## src/rtl/ch2_arb_pkg.sv

```systemverilog
// ----------------------------------------------------------------------------
// ch2_arb_pkg
// Shared constants and types for the 8-way round-robin arbiter.
//   N_REQ   : number of requesters
//   IDX_W   : width of a requester index
//   CNT_W   : width of the grant hold counter
//   state_t : arbiter control states (IDLE, GRANT)
// ----------------------------------------------------------------------------
package ch2_arb_pkg;

  localparam int N_REQ = 8;
  localparam int IDX_W = 3;
  localparam int CNT_W = 4;

  typedef enum logic {
    IDLE  = 1'b0,
    GRANT = 1'b1
  } state_t;

endpackage : ch2_arb_pkg

```

## src/rtl/ch2_prio_enc83.sv

```systemverilog
// ----------------------------------------------------------------------------
// ch2_prio_enc83
// Combinational 8-to-3 priority encoder. Bit 0 has the highest priority.
// Ports:
//   req   [N_REQ-1:0] in  : request vector (already rotated by the caller)
//   idx   [IDX_W-1:0] out : index of the lowest set bit, 0 if none set
//   valid             out : high when at least one bit of req is set
// ----------------------------------------------------------------------------
module ch2_prio_enc83
  import ch2_arb_pkg::*;
(
  input  logic [N_REQ-1:0] req,
  output logic [IDX_W-1:0] idx,
  output logic             valid
);

  // Scan from the top down so the lowest set bit is the last one written.
  always_comb begin
    idx   = '0;
    valid = 1'b0;
    for (int i = N_REQ - 1; i >= 0; i--) begin
      if (req[i]) begin
        idx   = IDX_W'(i);
        valid = 1'b1;
      end
    end
  end

endmodule : ch2_prio_enc83

```

## src/rtl/ch2_rr_arbiter8.sv

```systemverilog
// ----------------------------------------------------------------------------
// ch2_rr_arbiter8
// Eight-requester round-robin arbiter with a bounded grant hold time.
// A grant is issued one cycle after a request is seen in IDLE, held until the
// owner strobes DONE, drops its request, or HOLD_MAX cycles elapse. Every
// release is followed by at least one IDLE cycle, and the search pointer moves
// to the requester just after the released owner.
// Parameters:
//   HOLD_MAX : maximum grant length in cycles (1..15)
// Ports:
//   CLK             in  : clock, rising edge
//   RST_N           in  : synchronous active-low reset
//   REQ     [7:0]   in  : request lines
//   DONE            in  : release strobe from the current owner
//   GNT     [7:0]   out : one-hot grant, or zero
//   GNT_IDX [2:0]   out : index of the granted requester, 0 when idle
//   BUSY            out : high while a grant is active
//   TIMEOUT         out : one-cycle pulse after a forced (hold-limit) release
// ----------------------------------------------------------------------------
module ch2_rr_arbiter8
  import ch2_arb_pkg::*;
#(
  parameter int unsigned HOLD_MAX = 15
)(
  input  logic             CLK,
  input  logic             RST_N,
  input  logic [N_REQ-1:0] REQ,
  input  logic             DONE,
  output logic [N_REQ-1:0] GNT,
  output logic [IDX_W-1:0] GNT_IDX,
  output logic             BUSY,
  output logic             TIMEOUT
);

  localparam logic [CNT_W-1:0] CNT_LIMIT = CNT_W'(HOLD_MAX - 1);

  state_t            state_q,   state_d;
  logic [N_REQ-1:0]  gnt_q,     gnt_d;
  logic [IDX_W-1:0]  gnt_idx_q, gnt_idx_d;
  logic [IDX_W-1:0]  ptr_q,     ptr_d;
  logic [CNT_W-1:0]  cnt_q,     cnt_d;
  logic              timeout_q, timeout_d;

  logic [N_REQ-1:0]  req_rot;
  logic [IDX_W-1:0]  enc_idx;
  logic              enc_valid;
  logic [IDX_W-1:0]  winner;
  logic              normal_rel;
  logic              limit_hit;

  // Rotate requests so that bit 0 of req_rot is requester PTR; the 3-bit
  // index addition wraps naturally modulo 8.
  always_comb begin
    req_rot = '0;
    for (int i = 0; i < N_REQ; i++) begin
      req_rot[i] = REQ[IDX_W'(i) + ptr_q];
    end
  end

  ch2_prio_enc83 u_enc (
    .req   (req_rot),
    .idx   (enc_idx),
    .valid (enc_valid)
  );

  // Undo the rotation to get the absolute winner index.
  assign winner = enc_idx + ptr_q;

  // A DONE strobe or a dropped request is a normal release; it takes
  // precedence over the hold limit so TIMEOUT stays low when both coincide.
  assign normal_rel = DONE || !REQ[gnt_idx_q];
  assign limit_hit  = (cnt_q == CNT_LIMIT);

  // Next-state and registered-output logic.
  always_comb begin
    state_d   = state_q;
    gnt_d     = gnt_q;
    gnt_idx_d = gnt_idx_q;
    ptr_d     = ptr_q;
    cnt_d     = cnt_q;
    timeout_d = 1'b0;

    unique case (state_q)
      IDLE: begin
        if (enc_valid) begin
          state_d   = GRANT;
          gnt_d     = N_REQ'(1) << winner;
          gnt_idx_d = winner;
          cnt_d     = '0;
        end
      end
      GRANT: begin
        if (normal_rel || limit_hit) begin
          state_d   = IDLE;
          gnt_d     = '0;
          gnt_idx_d = '0;
          ptr_d     = gnt_idx_q + IDX_W'(1);
          timeout_d = !normal_rel;
        end else begin
          cnt_d = cnt_q + CNT_W'(1);
        end
      end
      default: state_d = IDLE;
    endcase
  end

  always_ff @(posedge CLK) begin
    if (!RST_N) begin
      state_q   <= IDLE;
      gnt_q     <= '0;
      gnt_idx_q <= '0;
      ptr_q     <= '0;
      cnt_q     <= '0;
      timeout_q <= 1'b0;
    end else begin
      state_q   <= state_d;
      gnt_q     <= gnt_d;
      gnt_idx_q <= gnt_idx_d;
      ptr_q     <= ptr_d;
      cnt_q     <= cnt_d;
      timeout_q <= timeout_d;
    end
  end

  assign GNT     = gnt_q;
  assign GNT_IDX = gnt_idx_q;
  assign BUSY    = (state_q == GRANT);
  assign TIMEOUT = timeout_q;

endmodule : ch2_rr_arbiter8

```

## config.mk

```make
export PLATFORM = sky130hd
export DESIGN_NAME = ch2_rr_arbiter8
export DESIGN_NICKNAME = d
export VERILOG_FILES = /design/src/rtl/ch2_arb_pkg.sv /design/src/rtl/ch2_prio_enc83.sv /design/src/rtl/ch2_rr_arbiter8.sv
export SDC_FILE = /design/constraint.sdc
export NUM_CORES = 1
export LEC_CHECK = 0
export CAP_MARGIN = 30
export CORE_MARGIN = 1
export CORE_UTILIZATION = 49
export CTS_CLUSTER_DIAMETER = 100
export DETAILED_ROUTE_END_ITERATION = 7
export HOLD_SLACK_MARGIN = 0.15
export PLACE_DENSITY = 0.86
export RECOVER_POWER = 25
export SLEW_MARGIN = 20
export SYNTH_ARGS = -nofsm -noshare
export SYNTH_HDL_FRONTEND = slang
export SYNTH_SLANG_ARGS = --single-unit
```

## constraint.sdc

```tcl
create_clock -name CLK -period 3.65 [get_ports CLK]
set_clock_uncertainty 0.15 [all_clocks]
set_input_delay 0.365 -clock CLK [delete_from_list [all_inputs] [get_ports CLK]]
set_output_delay 0.365 -clock CLK [all_outputs]
set_load 0.01 [all_outputs]
```

==> impl_results.md, run 1 <==
* Gate Count Post-Synth at 163
* Die height at 60.63 µm
* Ports at 24
* First-pass GRT wire length at a little over 7 mm
* Hold path start: GNT[4]
* Hold crit path type: reg2reg
* Nets at around 210
* Least-Margin Pin Slew at between 0.6 and 0.7 ns
* Power share of the combinational group at ~60%
* DRT iter0 DRCs at 66
* Final Hold Viols at 0
* F_max at approximately 0.29 GHz
* Crit. Startpoint: REQ[1]
* Die X-Extent at just over 60 µm
* Fillers at between 200 and 300
* Hold buffer count at CTS at 0
* # clock sinks at 20
* Fin util at 64.52%
* YS warnings at 0
* Largest net degree at the start of global routing at 20
* Ys flop type: dfxtp_1
* Vias in the first global route at 1,508
* Sequential power share at between 20% and 30%
* Port Buffers at 23
* Mean Syn Cell Area at between 10 and 15 µm²
* Final period utilization at between 90 and 100%
* Status: complete, no violations
* TritonCTS clock tree: yes
* Layout cells sized above 1 at approximately a fifth
* Data required, critical path at between 3 and 4 ns
* Yosys reg bits at 20
* Via count at around 1,500
* Number of max-cap violations at 0
* Routed len/inst at roughly 18 µm
* Delay of the slowest cell on the worst path at 0.59 ns
* Max H-tree Level at 1
* Max IR drop VDD at about 0.00036 V
* Post-Place Cells at 233
* Rel. slew slack at about 57%
* Root Buffer: clkbuf_4
* Area of the multi-input gates at between 1000 and 1500 µm²
* Sequential share of the synthesized area at a little under a quarter
* Reg-to-Reg Start: ptr_q[1]
* Detailed-router iteration count before antenna repair at 4
* CORE AREA at roughly 3200 µm²
* Global-route usage over all layers at 26.11%
* # setup viols final at 0
* Num CTS Buffers at 3
* CP cell instances: clkdlybuf4s50_1 > mux4_2 > nor2_1 > o31ai_1 > nand2_1 > a21oi_1 > a21oi_1 > o22a_1 > ha_1 > inv_1 > fa_1 > nor2b_1 > and3b_1 > a22o_1
* NetSw at about 420 µW
* Setup Crit Path Kind: in2reg
* Total power at a little over 1 mW
* Antenna violation net count after detailed routing at 0
* Yosys cell types at 55
* Clock Pin Slew Worst Setup and Hold Paths at around 0.11 ns
* Critical Path Most Common Cell: a21oi_1
* Syn nets at roughly 180
* Worst hold path stage count at 1
* Sink of the worst hold path: GNT[4]
* Asr flop ratio synth at 0%
* Worst Setup End Kind: register
* Crit Path Max Fanout at 7
* Antenna cells at 0
* Initial antenna violation count at 0
* Bufs on Longest Clock Path at 2
* RSZ-0062 raised after global routing: false
* Worst-skew pair later-pin latency at 0.30 ns
* Syn-to-layout area delta at 20.80%
* Internal at 614.7 µW
* Die footprint at approximately 3700 µm²
* WP data arrival at between 3 and 4 ns
* Mapped cell area at between 1500 and 2000 µm²
* CP max stage cell: clkdlybuf4s50_1
* Final Non-Filler Cells at approximately 240
* Setup slack, reg-to-reg at about 0.17 ns
* Final GP Congestion at between 0.8 and 0.9
* Worst Setup Start Kind: input port
* Pwr Density at around 500 nW/µm²
* Starting density of the core at a little over half
* R2r worst-path depth at 14
* Sequential cell area at 400.4 µm²
* Final Slew Violations at 0
* Final WL at 4.198 mm
* Pleak at between 0.7 and 0.8 nW
* DP Wirelength at 3.108 mm
* Sum Neg Setup Slack at 0 ns
* Reg2reg end: GNT[6]
* Clk pwr share at approximately an eighth
* EDFF count, synth at 0
* Fin crit period at 3.485 ns
* # DRC at 0
* Via-to-Cell Ratio at 6.329
* Gr ovfl total at 0
* Switching share of power at between 40% and 50%
* Row count at 20
synth_stat cells, drive strengths merged, types with 2 or more instances:
library cell,number,area [µm²]
o22ai,2,12.51
xnor2,3,26.28
nor4b,2,23.77
inv,7,26.28
a22o,7,61.31
o21ai,10,53.80
clkbuf,3,12.51
ha,6,75.07
mux4,12,281.5
mux2,3,37.53
o31a,2,18.77
and2,3,18.77
nor3,6,30.03
a21oi,7,38.79
nand2,8,30.03
nor2b,6,37.54
nor2,8,30.03
and3,3,18.77
mux2i,7,70.07
buf,6,55.05
xor2,4,35.03
nand3,2,10.01
dfxtp,20,400.4
o31ai,5,65.06
per-layer routing:
layer	up-vias	wire, µm	track usage [%]
li1	698	-	-
met1	743	1794	33.29
met2	49	2141	43.01
met3	10	193	6.610
met4	0	68	9.416
met5	-	0	0
power groups by stage:
stage	Clock, mW	Sequential (mW)	Combinational, mW
floorplan	0	0.297	0.410
global placement	0	0.288	0.582
detailed placement	0	0.289	0.600
CTS	0.129	0.284	0.610
global route	0.139	0.288	0.674
finish	0.130	0.283	0.619
what timing repair did:
action                     4_1_cts  5_1_grt
setup endpoints to repair        0        7
gates resized for setup          0        2
buffers inserted                 0        0
critical path, delay by kind of cell:
kind | cells | cell delay [ns]
multiplexers | 1 | 0.28
AND/OR/NAND/NOR | 4 | 0.62
adder cells (fa/ha/maj) | 2 | 0.64
buffers and inverters | 2 | 0.66
AO/OA/AOI/OAI | 5 | 1.02
layout make-up:
class                      instances  share of cell area (%)
sequential                        20                   19.68
timing repair buffer              35                   15.74
tap                               44                   2.706
inverter                           7                   1.292
clock buffer                       4                   1.784
multi-input combinational        127                   58.79
cells in the final DEF (no fill, tap or decap), types with 4 or more instances in the layout:
| cell type | n |
|---|---|
| mux2i_1 | 6 |
| nor2b_1 | 6 |
| a21oi_1 | 6 |
| o21ai_0 | 8 |
| ha_1 | 5 |
| mux4_2 | 9 |
| nor3_1 | 6 |
| clkdlybuf4s50_1 | 15 |
| nand2_1 | 8 |
| inv_1 | 7 |
| buf_4 | 12 |
| nor2_1 | 8 |
| dlygate4sd3_1 | 8 |
| xor2_1 | 4 |
| dfxtp_1 | 20 |
| a22o_1 | 7 |
metrics by stage:
stage               area (µm²)  hold slack, ns  setup slack (ns)
floorplan                 1684          0.2917            0.2813
global route              2034          0.3549          0.002625
CTS                       2028          0.3301            0.1329
finish                    2034          0.3258            0.1648
detailed placement        1992          0.3051          -0.03623
global placement          1992          0.3011           0.03074
state kept, by name, indices dropped and copies added (netlist names):
signal	cells
GNT	8
cnt_q	4
GNT_IDX	3
ptr_q	3
BUSY	1
TIMEOUT	1
kinds of logic (layout without fill, tap and decap cells):
| group | after synthesis | count (layout) | synth area share, % |
|---|---|---|---|
| AO/OA/AOI/OAI | 43 | 43 | 20.65 |
| XOR/XNOR | 7 | 7 | 3.640 |
| adder cells (fa/ha/maj) | 7 | 7 | 5.646 |
| buffers and inverters | 16 | 46 | 5.572 |
| flip-flops | 20 | 20 | 23.77 |
| multiplexers | 22 | 22 | 23.11 |
| AND/OR/NAND/NOR | 48 | 48 | 17.61 |
worst max path at each step:
stage / slack [ns] / endpoint
global placement: 0.03 / GNT[3]
detailed placement: -0.04 / GNT[2]
global route: 0.003 / GNT[6]
finish: 0.16 / GNT[6]
floorplan: 0.28 / GNT[0]
CTS: 0.13 / GNT[6]
(Power assumes the default switching activity.)
==> run 2, diff against run 1 <==
--- a/config.mk
+++ b/config.mk
@@ -10,7 +10,8 @@
 export CORE_UTILIZATION = 49
 export CTS_CLUSTER_DIAMETER = 100
 export DETAILED_ROUTE_END_ITERATION = 7
-export HOLD_SLACK_MARGIN = 0.15
+export GPL_ROUTABILITY_DRIVEN = 1
+export HOLD_SLACK_MARGIN = 0.03
 export PLACE_DENSITY = 0.86
 export RECOVER_POWER = 25
 export SLEW_MARGIN = 20
==> results of run 2 <==
Final layout, timing and power as in run 1 (identical DEF).
